--- config.mk ---
export PLATFORM = sky130hd
export DESIGN_NAME = cgol_scheduler
export DESIGN_NICKNAME = d
export VERILOG_FILES = /design/src/rtl/cgol_pkg.sv /design/src/rtl/cgol_cell.sv /design/src/rtl/cgol_scheduler.sv
export SDC_FILE = /design/constraint.sdc
export NUM_CORES = 1
export LEC_CHECK = 0
export ABC_CLOCK_PERIOD_IN_PS = 12700
export BUFFER_PORTS_ARGS = -buffer_cell sky130_fd_sc_hd__buf_2
export CAP_MARGIN = 20
export CORE_ASPECT_RATIO = 1.75
export CORE_MARGIN = 5
export CORE_UTILIZATION = 50
export CTS_BUF_LIST = sky130_fd_sc_hd__clkbuf_8
export DETAILED_ROUTE_END_ITERATION = 10
export GPL_TIMING_DRIVEN = 0
export PLACE_DENSITY = 0.68
export SYNTH_ARGS = -nofsm -noshare
export SYNTH_HDL_FRONTEND = slang
export SYNTH_SLANG_ARGS = --single-unit
export TNS_END_PERCENT = 30
--- constraint.sdc ---
create_clock -name clk -period 12.7 [get_ports clk]
set_clock_uncertainty 0.2 [all_clocks]
set_input_delay 3.175 -clock clk [delete_from_list [all_inputs] [get_ports clk]]
set_output_delay 3.175 -clock clk [all_outputs]
set_load 0.005 [all_outputs]
--- src/rtl/cgol_pkg.sv ---
// Shared definitions for the Game of Life engine.
//   cgol_state_t    : scheduler FSM states (IDLE, SCAN, FLUSH)
//   CELL_CENTER_BIT : position of the center cell in the packed 3x3 neighborhood
//   NBHD_W          : width of the packed 3x3 neighborhood
//   wrap_dec/inc    : cyclic coordinate step on a torus of size lim
package cgol_pkg;

    typedef enum logic [1:0] {
        IDLE  = 2'd0,
        SCAN  = 2'd1,
        FLUSH = 2'd2
    } cgol_state_t;

    localparam int CELL_CENTER_BIT = 5;
    localparam int NBHD_W          = 9;

    function automatic int wrap_dec(input int v, input int lim);
        return (v == 0) ? lim - 1 : v - 1;
    endfunction

    function automatic int wrap_inc(input int v, input int lim);
        return (v == lim - 1) ? 0 : v + 1;
    endfunction

endpackage

--- src/rtl/cgol_cell.sv ---
// Single-cell Game of Life rule with a registered result.
//   clk                : clock
//   i_local_game_board : packed 3x3 neighborhood, center at CELL_CENTER_BIT
//   o_cell             : next state of the center cell, one cycle later
// The output register has no reset; consumers qualify it with their own valid.
module cgol_cell
    import cgol_pkg::*;
(
    input  logic              clk,
    input  logic [NBHD_W-1:0] i_local_game_board,
    output logic              o_cell
);

    logic [3:0] count;

    // Live-neighbor count over the eight non-center positions.
    always_comb begin
        count = '0;
        for (int i = 0; i < NBHD_W; i++) begin
            if (i != CELL_CENTER_BIT) begin
                count = count + {3'd0, i_local_game_board[i]};
            end
        end
    end

    always_ff @(posedge clk) begin
        o_cell <= (count == 4'd3) ||
                  (i_local_game_board[CELL_CENTER_BIT] && (count == 4'd2));
    end

endmodule

--- src/rtl/cgol_scheduler.sv ---
// Generation sequencer: scans every cell of the front buffer through one
// shared cgol_cell, writes results into the back buffer, then swaps buffers.
//   clk, rst        : clock, asynchronous active-high reset
//   i_step          : start one generation (IDLE only)
//   i_load_en/addr/value : single-cell write into the front buffer (IDLE only)
//   i_clear         : zero the front buffer and generation count (IDLE only;
//                     wins over a simultaneous load)
//   o_board         : front buffer, bit y*W + x
//   o_busy          : high while SCAN or FLUSH
//   o_done          : one-cycle pulse after a generation is committed
//   o_generation    : completed generation count, wraps at 2^16
// Handshake: i_step is a level sampled only in IDLE; nothing is queued while
// busy, so a step raised during a scan is simply dropped.
module cgol_scheduler
    import cgol_pkg::*;
#(
    parameter int W = 8,
    parameter int H = 8,
    localparam int N  = W * H,
    localparam int AW = $clog2(N)
)
(
    input  logic          clk,
    input  logic          rst,
    input  logic          i_step,
    input  logic          i_load_en,
    input  logic [AW-1:0] i_load_addr,
    input  logic          i_load_value,
    input  logic          i_clear,
    output logic [N-1:0]  o_board,
    output logic          o_busy,
    output logic          o_done,
    output logic [15:0]   o_generation
);

    localparam logic [AW-1:0] LAST_IDX = AW'(N - 1);

    cgol_state_t        state;
    cgol_state_t        state_next;
    logic [N-1:0]       board_q [2];
    logic               sel;
    logic [AW-1:0]      idx;
    logic               wr_valid;
    logic [AW-1:0]      wr_addr;
    logic [N-1:0]       front;
    logic [NBHD_W-1:0]  nbhd;
    logic               cell_result;

    assign front   = board_q[sel];
    assign o_board = front;
    assign o_busy  = (state != IDLE);

    // ---------------- FSM ----------------
    always_ff @(posedge clk or posedge rst) begin
        if (rst) begin
            state <= IDLE;
        end else begin
            state <= state_next;
        end
    end

    always_comb begin
        state_next = state;
        case (state)
            IDLE:    if (i_step) state_next = SCAN;
            SCAN:    if (idx == LAST_IDX) state_next = FLUSH;
            FLUSH:   state_next = IDLE;
            default: state_next = IDLE;
        endcase
    end

    // ---------------- Neighborhood gather ----------------
    function automatic logic cell_at(input logic [N-1:0] b, input int cx, input int cy);
        logic [AW-1:0] a;
        a = AW'(cy * W + cx);
        return b[a];
    endfunction

    always_comb begin
        int cx, cy, xm, xp, ym, yp;
        cx = int'(idx) % W;
        cy = int'(idx) / W;
        xm = wrap_dec(cx, W);
        xp = wrap_inc(cx, W);
        ym = wrap_dec(cy, H);
        yp = wrap_inc(cy, H);
        nbhd    = '0;
        nbhd[0] = cell_at(front, xm, ym);
        nbhd[1] = cell_at(front, cx, ym);
        nbhd[2] = cell_at(front, xp, ym);
        nbhd[3] = cell_at(front, xm, cy);
        nbhd[4] = cell_at(front, xp, cy);
        nbhd[5] = cell_at(front, cx, cy);
        nbhd[6] = cell_at(front, xm, yp);
        nbhd[7] = cell_at(front, cx, yp);
        nbhd[8] = cell_at(front, xp, yp);
    end

    cgol_cell u_cell (
        .clk                (clk),
        .i_local_game_board (nbhd),
        .o_cell             (cell_result)
    );

    // ---------------- Datapath ----------------
    always_ff @(posedge clk or posedge rst) begin
        if (rst) begin
            board_q[0]   <= '0;
            board_q[1]   <= '0;
            sel          <= 1'b0;
            idx          <= '0;
            wr_valid     <= 1'b0;
            wr_addr      <= '0;
            o_done       <= 1'b0;
            o_generation <= '0;
        end else begin
            o_done   <= (state == FLUSH);
            // Index presented this cycle has its result on cell_result next cycle.
            wr_valid <= (state == SCAN);
            wr_addr  <= idx;

            case (state)
                IDLE: begin
                    if (i_clear) begin
                        board_q[sel] <= '0;
                        o_generation <= '0;
                    end else if (i_load_en) begin
                        board_q[sel][i_load_addr] <= i_load_value;
                    end
                    if (i_step) idx <= '0;
                end
                SCAN: begin
                    if (idx != LAST_IDX) idx <= idx + 1'b1;
                end
                FLUSH: begin
                    sel          <= ~sel;
                    o_generation <= o_generation + 16'd1;
                end
                default: ;
            endcase

            // Loads only occur in IDLE and writes only after SCAN, so the
            // two targets never collide.
            if (wr_valid) board_q[~sel][wr_addr] <= cell_result;
        end
    end

endmodule

Word-level counts from Yosys, hierarchy flattened. Cells that the tools add are included.

Equal/unequal tests: 12. Multiplexer cells: 49. Add/sub/neg operators: 22. $lt $le $gt $ge: 17. Bitwise gates (word level): 5. Reduce and logical (&&, ||, !) cells: 15.

Operators with widths (count): $mux W128 (4); $mux W64 (6); $bwmux W128 (2); $demux W64 S1 (3); $and A128 B128 Y128 (1); $not A128 Y128 (1); $lt A6 B7 Y1 const B (11); $logic_not A32 Y1 (2); $bmux W1 S6 (9); $pmux W16 S2 (1); $add A4 B1 Y4 (6); $add A6 B4 Y6 (3); $add A6 B6 Y6 (3); $mux W6 (3); $add A16 B1 Y16 const B (1); $mux W16 (1); $add A6 B3 Y6 (2); $demux W1 S6 (2); $ge A6 B1 Y1 const B (2); $pmux W6 S2 (1); $mux W1 (11); $eq A4 B2 Y1 const B (2); $add A6 B1 Y6 const B (1); $add A6 B5 Y6 (1); other kinds (26) (41).

Flip-flop bits (word level): 162. Input port bits: 12. Word-level logic and storage cells: 130. Output and inout port bits: 82.

Longest topological paths before layout. Gate-level depths: netlist of run 1.

Depth in word-level cells: 16. Mapped depth: 28. Gate-level depth less buffers: 25.

By module. A second synthesis of run 1 with hierarchy kept.

Cells, all modules: 1538. Area total of the unflattened synthesis: 12926.1 sq um.

Modules (own cells, without submodules): cgol_scheduler (cells each 1514, times used 1, sequential area each 4028.9 sq um, area an instance 12721.0 sq um); cgol_cell (cells each 24, times used 1, sequential area each 20.0 sq um, area an instance 205.2 sq um).

Worst setup path after synthesis of run 1. No wires, ideal clock.

Kind: register to register. From: reg idx[0]. To: reg u_cell.o_cell. Buffers on the path: 3. Data arrival time: 5.872 ns. Cell stages (with the launch flop): 25. Path slack: 6.537 ns. Setup time: 0.091 ns. Clock period less this slack: 6.163 ns. Required time: 12.409 ns. Cells stage by stage: dfrtp_1 buf_2 inv_2 buf_2 buf_1 ha_1 nor4_4 inv_2 fa_1 xnor2_1 xnor2_1 nand2b_1 o22ai_1 a2bb2oi_1 ha_1 inv_1 fa_1 fa_1 inv_1 fa_1 inv_1 fa_1 nor3_1 o211ai_1 a311oi_1.

Longest elaborated chain between the ends: 15. Elaborated cells between the ends (all ways): 44. Those cells by class: 18 x add/sub; 3 x eq/ne; 20 x mux; 3 x reduce/logical.

RTL lines: start: declaration (RTL line cgol_scheduler.sv:42) `logic [AW-1:0] idx;`; start signal: assignment (RTL line cgol_scheduler.sv:133) `if (idx != LAST_IDX) idx <= idx + 1'b1;`; $sub A3 B1 Y4 / $logic_not A32 Y1 (equally long branches) (RTL line cgol_pkg.sv:18) `return (v == 0) ? lim - 1 : v - 1;`; $mux W6 (RTL line cgol_pkg.sv:18); $add A6 B6 Y6 (RTL line cgol_scheduler.sv:75) `a = AW'(cy * W + cx);`; $bmux W1 S6 (RTL line cgol_scheduler.sv:76) `return b[a];`; $mux W1 (not written as such) (RTL line cgol_scheduler.sv:76); $add A1 B1 Y2 (RTL line cgol_cell.sv:21) `count = count + {3'd0, i_local_game_board[i]};`; $add A4 B1 Y4 (6 in a row) (RTL line cgol_cell.sv:21); $eq A4 B2 Y1 (RTL line cgol_cell.sv:28) `(i_local_game_board[CELL_CENTER_BIT] && (count == 4'd2));`; $logic_and A1 B1 Y1 (RTL line cgol_cell.sv:28); $logic_or A1 B1 Y1 * (RTL line cgol_cell.sv:27) `o_cell <= (count == 4'd3) ||`; end signal: assignment (RTL line cgol_cell.sv:27); end: declaration (RTL line cgol_cell.sv:11) `output logic o_cell`.

Every way passes the cells marked *; elsewhere a longest branch is shown, timed or not. The select of a mux whose other input is x is not followed. A chain may end at the register's enable or synchronous reset.

Worst setup path after layout of run 1. Same ends and word-level chain as after synthesis.

==> results of run 1 <==
area by class of cell:
cell class | count | share of cell area [%]
tap | 312 | 2.779
clock buffer | 17 | 1.666
buffer | 124 | 3.741
multi-input combinational | 1203 | 55.11
inverter | 48 | 1.336
timing repair buffer | 117 | 5.149
clock inverter | 15 | 1.301
antenna | 5 | 0.08908
sequential | 162 | 28.83
per-layer routing:
| metal | wire length, um | vias to the layer above |
|---|---|---|
| met5 | 0 | - |
| met4 | 8978 | 0 |
| met3 | 9000 | 517 |
| met2 | 30540 | 1350 |
| met1 | 20830 | 6903 |
| li1 | - | 5932 |
Yosys cell counts (all sizes together) (2+ instances only):
cell	instances
nand2b	13
nor2	112
nand2	86
o21ai	247
or2	4
ha	19
and2	11
o221ai	4
nand3	27
nor4	6
buf	31
dfrtp	161
o22ai	6
a311oi	2
and3b	2
a22o	2
a22oi	11
xor2	2
mux4	34
a21oi	317
or3	5
a211oi	7
a221oi	20
nor3b	7
xnor2	14
inv	47
nor2b	9
nand3b	3
o211ai	9
fa	7
and3	10
mux2i	54
o21bai	2
nor3	51
o31ai	7
mux2	51
a31oi	29
clkbuf	93
nand4	3
registers in the layout, indices dropped and copies added, names as in the netlist:
register,cells
wr_addr,6
sel,1
idx,6
u_cell.o_cell,1
wr_valid,1
state,2
board_q,128
o_done,1
o_generation,16
worst paths after layout:
kind                       cells past startpoint             to  slack (ps)  startpoint
max                                           24  u_cell.o_cell        5100      idx[0]
min                                            0     wr_addr[1]         220      idx[1]
max reg2reg                                   24  u_cell.o_cell        5100      idx[0]
min reg2reg                                    0     wr_addr[1]         220      idx[1]
max in group asynchronous                      3    board_q[70]        8910         rst
min in group asynchronous                      2    board_q[51]        2530         rst
logic make-up (layout without fill, tap and decap cells):
kind of cell | Yosys count | count (layout) | synth area share (%)
compound gates | 670 | 670 | 29.11
buf+inv | 172 | 321 | 5.669
simple gates | 352 | 352 | 13.27
xor+xnor | 16 | 16 | 1.126
mux | 139 | 139 | 15.26
other cells | 0 | 5 | 0
fa+ha+maj | 26 | 26 | 3.036
flops | 162 | 162 | 32.53
worst reg2reg max path, cell delays in order, from the launching register on:
cell and delay, ps:
dfrtp_1 430, buf_2 300, inv_2 70, buf_2 190, buf_1 330, ha_1 430, nor3_1 560, nor2_1 350
buf_2 290, o211ai_1 170, o21ai_0 100, o21ai_1 630, o22ai_1 170, a2bb2oi_1 230, ha_1 310, inv_1 60
fa_1 520, fa_1 550, inv_1 50, fa_1 480, inv_1 90, fa_1 410, nor3_1 240, o211ai_1 130
a311oi_1 220
power by group:
group          internal [W]  leakage (nW)  switching [W]
Sequential         0.000693          1.93       0.000156
Clock              0.000197         0.205       0.000231
Combinational       0.00126          3.62        0.00211
Total               0.00215          5.76        0.00250
through the flow:
stage / hold WS (ps) / instance area [um^2] / std cells / worst slack [ps]
finish: 223.3 / 14050 / 2003 / 5104
global route: 256.0 / 14030 / 1998 / 4801
CTS: 225.2 / 13940 / 1990 / 5083
detailed placement: 204.8 / 13520 / 1958 / 5135
global placement: 194.5 / 13300 / 1941 / 2836
floorplan: 172.6 / 12450 / 1537 / 4977
==> key figures, run 1 <==
Timing
  • F_max: around 130 MHz
  • Setup TNS: 0 ps
  • Final Max Slew Viols: 0
  • Final period utilization: 59.81%
  • Relative slew margins: 15.56%
  • Worst Max-Slew Pin Slew: between 1000 and 1500 ps
  • Final hold vios: 0
  • Final Critical Period: roughly 7600 ps
  • RSZ-0062 raised after global routing: no
  • Endpoints failing setup: 0

Pwr
  • VDD IR max: 0.4176 mV
  • Overall power: approximately 0.0046 W
  • PD cells: approximately 330 mW/mm^2
  • Leakage: 5.760 nW

Synth
  • Main synth FF type: dfrtp_1
  • Synth Cell Area: 0.01245 mm^2
  • Post-synth top area cell: dfrtp_1
  • Share of async-settable or async-resettable flops after synthesis: 99.38%
  • Mean Syn Cell Area: slightly above 8 um^2
  • Post-synthesis instance total: between 1,500 and 2,000
  • Synth cell types: 60
  • Ys Warns: 0
  • Proportion of synthesized chip area in sequential cells: between 30% and 40%
  • Syn_nets: approximately 1,600
  • Area contributors post-synth: dfrtp_1 (32%), a21oi_1 (13%), o21ai_0 (9.0%)
  • #FFs+latches synth: between 150 and 200
  • Post-synth EDFFs: 0
  • Top cell type's share of synthesized area: approximately a third

GRT
  • Met3 Use GR: about a fifth
  • Vias in the first global route: roughly 14,000
  • First-pass GRT wire length: just under 100,000 um
  • Global-route met1 utilization: 49.93%
  • Routing usage on met2: approximately three quarters
  • Gr busiest metal: met2
  • Total gr overflow: 0
  • Largest net degree at the start of global routing: 83
  • Initial antenna violation count: 3
  • Gr usage total: slightly below 50%

CTS
  • TritonCTS clock tree: yes
  • CTS sink count: ~160
  • Reg clk slew, reported paths: around 90 ps
  • Postcts setup bufs: 0
  • TritonCTS Buffers: 17
  • CTS H-tree depth: 4
  • Later-pin clock latency in the skew report: ~510 ps
  • CTS resizes: 0
  • Clock tree buffer depth: 2
  • Count of hold-fix buffers inserted at cts: 0
  • CTS root buffer: clkbuf_8

Route
  • WL/cell: approximately 35 um
  • DRC Markers: 0
  • DRT iter0 DRCs: approximately 2,200
  • Via count: between 10,000 and 15,000
  • Via/cell ratio: about 7.3
  • DR pass1 iterations: 9
  • Remaining antenna violation count after routing: 0
  • Final WL: 69,340 um

Critical path
  • Crit path largest cell delay: approximately 630 ps
  • Most used cell, CP: fa_1
  • CP required: approximately 13,000 ps
  • Critical-path cell list: buf_2, inv_2, buf_2, buf_1, ha_1, nor3_1, nor2_1, buf_2, o211ai_1, o21ai_0, o21ai_1, o22ai_1, a2bb2oi_1, ha_1, inv_1, fa_1, fa_1, inv_1, fa_1, inv_1, fa_1, nor3_1, o211ai_1, a311oi_1
  • CP startpoint kind: register
  • CP arrival: ~8000 ps
  • Crit. End Element: register
  • CP top delay family: adder cells
  • Max Fanout on Critical Path: 11
  • Worst Path Buf+Inv: 8
  • Critical-path top delay cell: o21ai_1
  • Setup CP Type: reg2reg

Finish
  • Core Util, Final: 57.03%
  • Commonest non-fill, non-tap cell in the layout: a21oi_1
  • P&R area growth vs syn: 12.85%
  • Layout Nets: between 1,500 and 2,000
  • Fillers: about 2,400
  • Multi-input logic area: between 0.007 and 0.008 mm^2
  • Commonest non-fill, non-tap cells in the layout: a21oi_1 (317), o21ai_0 (224), dfrtp_1 (161)
  • Reg area: ~0.0040 mm^2
  • Share of layout cells above drive strength 1: between 10% and 20%

Floorplanning
  • Total core area: 0.02463 mm^2
  • Io pins: 94
  • Core Rows: 76
  • Die ar.: roughly 0.028 mm^2
  • Die Ht: 218.7 um
  • Starting Density: just over 50%
  • Die Width: about 130 um

Job
  • Max_cap viols: 0

Status
  • Status: complete, no violations

Min path
  • Hold Path Class: reg2reg

Place
  • Dpl hpwl: slightly above 50,000 um
  • RePlAce Congestion: between 1 and 1.5
  • PortBufs: just over 90
No activity file was read; power rests on OpenSTA's default activity.
==> run 2: changes to the inputs <==
--- a/config.mk
+++ b/config.mk
@@ -5,7 +5,8 @@
 export SDC_FILE = /design/constraint.sdc
 export NUM_CORES = 1
 export LEC_CHECK = 0
-export ABC_CLOCK_PERIOD_IN_PS = 12700
+export ABC_AREA = 1
+export ABC_CLOCK_PERIOD_IN_PS = 6900
 export BUFFER_PORTS_ARGS = -buffer_cell sky130_fd_sc_hd__buf_2
 export CAP_MARGIN = 20
 export CORE_ASPECT_RATIO = 1.75
@@ -14,7 +15,7 @@
 export CTS_BUF_LIST = sky130_fd_sc_hd__clkbuf_8
 export DETAILED_ROUTE_END_ITERATION = 10
 export GPL_TIMING_DRIVEN = 0
-export PLACE_DENSITY = 0.68
+export PLACE_DENSITY = 0.71
 export SYNTH_ARGS = -nofsm -noshare
 export SYNTH_HDL_FRONTEND = slang
 export SYNTH_SLANG_ARGS = --single-unit
==> constraint.sdc (replaced) <==
create_clock -name clk -period 6.9 [get_ports clk]
set_clock_uncertainty 0.2 [all_clocks]
set_input_delay 1.725 -clock clk [delete_from_list [all_inputs] [get_ports clk]]
set_output_delay 1.725 -clock clk [all_outputs]
set_load 0.005 [all_outputs]
==> run 2 against run 1 <==
Non-clock buffer count down 28. Critical path depth unchanged. First-iteration DRC count fell by 0.97%. Flip-flop and latch count unchanged. Hold slack worse by 11 ps. Largest cell class unchanged. Synthesized cell count up 44%. Combinational power is 57% higher. Clock-buffer cell count rose by 1. Sequential share of layout area shrank 2.0 points. Power rose by 59%. Synthesized area increased by 10%. Maximum frequency grew 16%.
==> key figures, run 2 <==
Place
  • RePlAce Congestion: 1.188 (was 1.139)
  • Worst slack, placed: 308.4 ps (was 5135 ps)
  • PortBufs: 92 (unchanged)
  • Dpl hpwl: 54,610 um (was 50,940 um)

CTS
  • Clock tree buffer depth: 2 (unchanged)
  • TritonCTS clock tree: yes (unchanged)
  • TritonCTS Buffers: 17 (unchanged)
  • Count of hold-fix buffers inserted at cts: 0 (unchanged)
  • CTS sink count: 162 (unchanged)
  • Postcts setup bufs: 0 (unchanged)
  • Later-pin clock latency in the skew report: 510 ps (about the same)
  • CTS root buffer: clkbuf_8 (unchanged)
  • CTS resizes: 0 (unchanged)
  • Reg clk slew, reported paths: 90 ps (about the same)
  • CTS H-tree depth: 4 (unchanged)

Floorplanning
  • Starting Density: 50.50% (was 50.54%)
  • Die ar.: 0.03104 mm^2 (was 0.02827 mm^2)
  • Die Ht: 229.4 um (was 218.7 um)
  • Io pins: 94 (unchanged)
  • Total core area: 0.02723 mm^2 (was 0.02463 mm^2)
  • Core Rows: 80 (was 76)
  • Die Width: 135.4 um (was 129.3 um)

Synth
  • Main synth FF type: dfrtp_1 (unchanged)
  • Xor/xnor share of the synthesized area: 0.7008% (was 1.126%)
  • Mux cell area share after synthesis: 0.1456% (was 15.26%)
  • Mean Syn Cell Area: 6.218 um^2 (was 8.098 um^2)
  • Proportion of synthesized chip area in sequential cells: 29.45% (was 32.53%)
  • Post-synth top area cell: dfrtp_1 (unchanged)
  • Adder-Cell Fraction of Synth Area: 2.748% (was 3.036%)
  • Post-synth EDFFs: 0 (unchanged)
  • Ys Warns: 0 (unchanged)
  • Syn_nets: 2,249 (was 1,575)
  • Synth Cell Area: 0.01375 mm^2 (was 0.01245 mm^2)
  • Post-Synth Simple-Gate Area: 35.77% (was 13.27%)
  • Synth cell types: 45 (was 60)
  • Top post-synthesis cells by count: nand2_1 (643), inv_1 (259), nor2_1 (251) (was a21oi_1 (317), o21ai_0 (224), dfrtp_1 (161))
  • Area contributors post-synth: dfrtp_1 (29%), nand2_1 (18%), nand3_1 (7.1%) (was dfrtp_1 (32%), a21oi_1 (13%), o21ai_0 (9.0%))
  • #FFs+latches synth: 162 (unchanged)
  • Compound-Gate Fraction of Synth Area: 19.79% (was 29.11%)
  • Post-synthesis instance total: 2,211 (was 1,537)
  • Largest family of logic cells by synthesized area: simple AND/OR/NAND/NOR gates (was compound AO/OA/AOI/OAI gates)
  • Top cell type's share of synthesized area: 29.30% (was 32.37%)
  • Most common cell in the netlist: nand2_1 (was a21oi_1)
  • Share of async-settable or async-resettable flops after synthesis: 99.38% (unchanged)

Timing
  • Final period utilization: 95.25% (was 59.81%)
  • RSZ-0062 raised after global routing: no (unchanged)
  • Worst Max-Slew Pin Slew: 1138 ps (was 1262 ps)
  • F_max: 152.2 MHz (was 131.6 MHz)
  • Final hold vios: 0 (unchanged)
  • PnR worst setup slack: 327.9 ps (was 5104 ps)
  • Relative slew margins: 24.13% (was 15.56%)
  • Final Critical Period: 6572 ps (was 7596 ps)
  • Final Max Slew Viols: 0 (unchanged)
  • Endpoints failing setup: 0 (unchanged)

GRT
  • Initial antenna violation count: 5 (was 3)
  • Vias in the first global route: 16,210 (was 14,200)
  • Gr usage total: 46.81% (was 49.26%)
  • Largest net degree at the start of global routing: 114 (was 83)
  • Total gr overflow: 0 (unchanged)
  • First-pass GRT wire length: 105,800 um (was 98,810 um)

Min path
  • Hold Path Class: reg2reg (unchanged)

Finish
  • Largest register by flop count: board_q (unchanged)
  • Biggest regs: board_q x128, o_generation x16 (unchanged)
  • Share of layout cells above drive strength 1: 8.994% (was 16.13%)
  • Fillers: 2,905 (was 2,424)
  • P&R area growth vs syn: 9.884% (was 12.85%)
  • Max reg flops: 128 (unchanged)
  • Commonest non-fill, non-tap cell in the layout: nand2_1 (was a21oi_1)
  • Layout Nets: 2,360 (was 1,711)
  • Commonest non-fill, non-tap cells in the layout: nand2_1 (643), inv_1 (262), nor2_1 (251) (was a21oi_1 (317), o21ai_0 (224), dfrtp_1 (161))

Route
  • DRT iter0 DRCs: 2,142 (was 2,163)
  • WL/cell: 26.79 um (was 34.62 um)
  • Via/cell ratio: 6.264 (was 7.340)
  • DR pass1 iterations: 8 (was 9)
  • Via count: 16,950 (was 14,700)
  • Remaining antenna violation count after routing: 0 (unchanged)
  • DRC Markers: 0 (unchanged)
  • Final WL: 72,500 um (was 69,340 um)

Critical path
  • CP startpoint kind: register (unchanged)
  • CP arrival: 6820 ps (was 7810 ps)
  • CP required: 7150 ps (was 12,920 ps)
  • Setup CP Type: reg2reg (unchanged)
  • Max Fanout on Critical Path: 11 (unchanged)
  • Crit. End Element: register (unchanged)

Pwr
  • Overall power: 0.007396 W (was 0.004643 W)
  • PD cells: 489.6 mW/mm^2 (was 330.6 mW/mm^2)
  • Leakage: 6.850 nW (was 5.760 nW)
  • VDD IR max: 0.5981 mV (was 0.4176 mV)

Job
  • Max_cap viols: 0 (unchanged)

Status
  • Status: complete, no violations (unchanged)
[run 2: final timing paths]
check	cells past startpoint	end	slack, ps	from
setup / recovery	24	u_cell.o_cell	330	idx[0]
hold / removal	0	wr_addr[1]	210	idx[1]
setup reg to reg	24	u_cell.o_cell	330	idx[0]
hold reg to reg	0	wr_addr[1]	210	idx[1]
max in group asynchronous	3	board_q[75]	4490	rst
min in group asynchronous	2	board_q[51]	1020	rst
[run 2: power by group]
| part | total (W) | switching (W) | leakage, nW | internal (W) |
|---|---|---|---|---|
| registers | 0.00135 | 0.000197 | 1.95 | 0.00116 |
| logic | 0.00529 | 0.00362 | 4.70 | 0.00167 |
| clock network | 0.000751 | 0.000391 | 0.202 | 0.000360 |
[run 2: final cells by class]
class	count	area, um^2	area share [%]
Tap cell	369	461.7	3.056
Sequential cell	162	4049	26.80
Inverter	272	1039	6.874
Buffer	120	533.0	3.528
Multi-Input combinational cell	1656	8132	53.83
Clock inverter	14	152.6	1.010
Clock buffer	18	247.7	1.640
Timing Repair Buffer	93	488.0	3.230
Antenna cell	2	5.005	0.03313
[run 2: cells by family (layout without fill, tap and decap cells)]
group / Yosys count / after routing
XOR/XNOR: 11 / 11
buffers and inverters: 393 / 517
flip-flops: 162 / 162
other: 0 / 2
AO/OA/AOI/OAI: 446 / 446
adder cells (fa/ha/maj): 26 / 26
multiplexers: 2 / 2
AND/OR/NAND/NOR: 1171 / 1171
[run 2: worst max-delay path: stages (launching register included)]
cell and delay (ps):
dfrtp_1 470, inv_1 150, buf_2 290, buf_2 340, ha_1 270, inv_1 70
nor2_2 460, inv_1 220, buf_1 310, nand3_1 160, nand3_1 150, nand2_1 180
nand2_1 70, nand3_1 80, nand2_1 250, nand2_1 130, nand2_1 70, fa_1 460
fa_1 570, inv_1 60, fa_1 440, inv_1 80, fa_1 420, or3b_2 480
nand2_1 100
[run 2: per-stage QoR]
step	setup TNS (ps)	util [%]	hold WS, ps	cells	instance area [um^2]
after floorplan	0	-	172.6	2211	13750
after global placement	-237110	53.88	184.8	2672	14670
after detailed placement	0	54.01	193.3	2673	14710
after CTS	0	55.48	212.6	2705	15110
after global routing	0	55.47	229.9	2704	15100
final	0	55.49	212.8	2706	15110
[run 2: layer usage]
metal  global-route usage, %  wire (um)
met1                   47.61      22400
met2                   72.24      32280
met3                   16.58       8489
met4                   45.68       9268
met5                   1.634         62
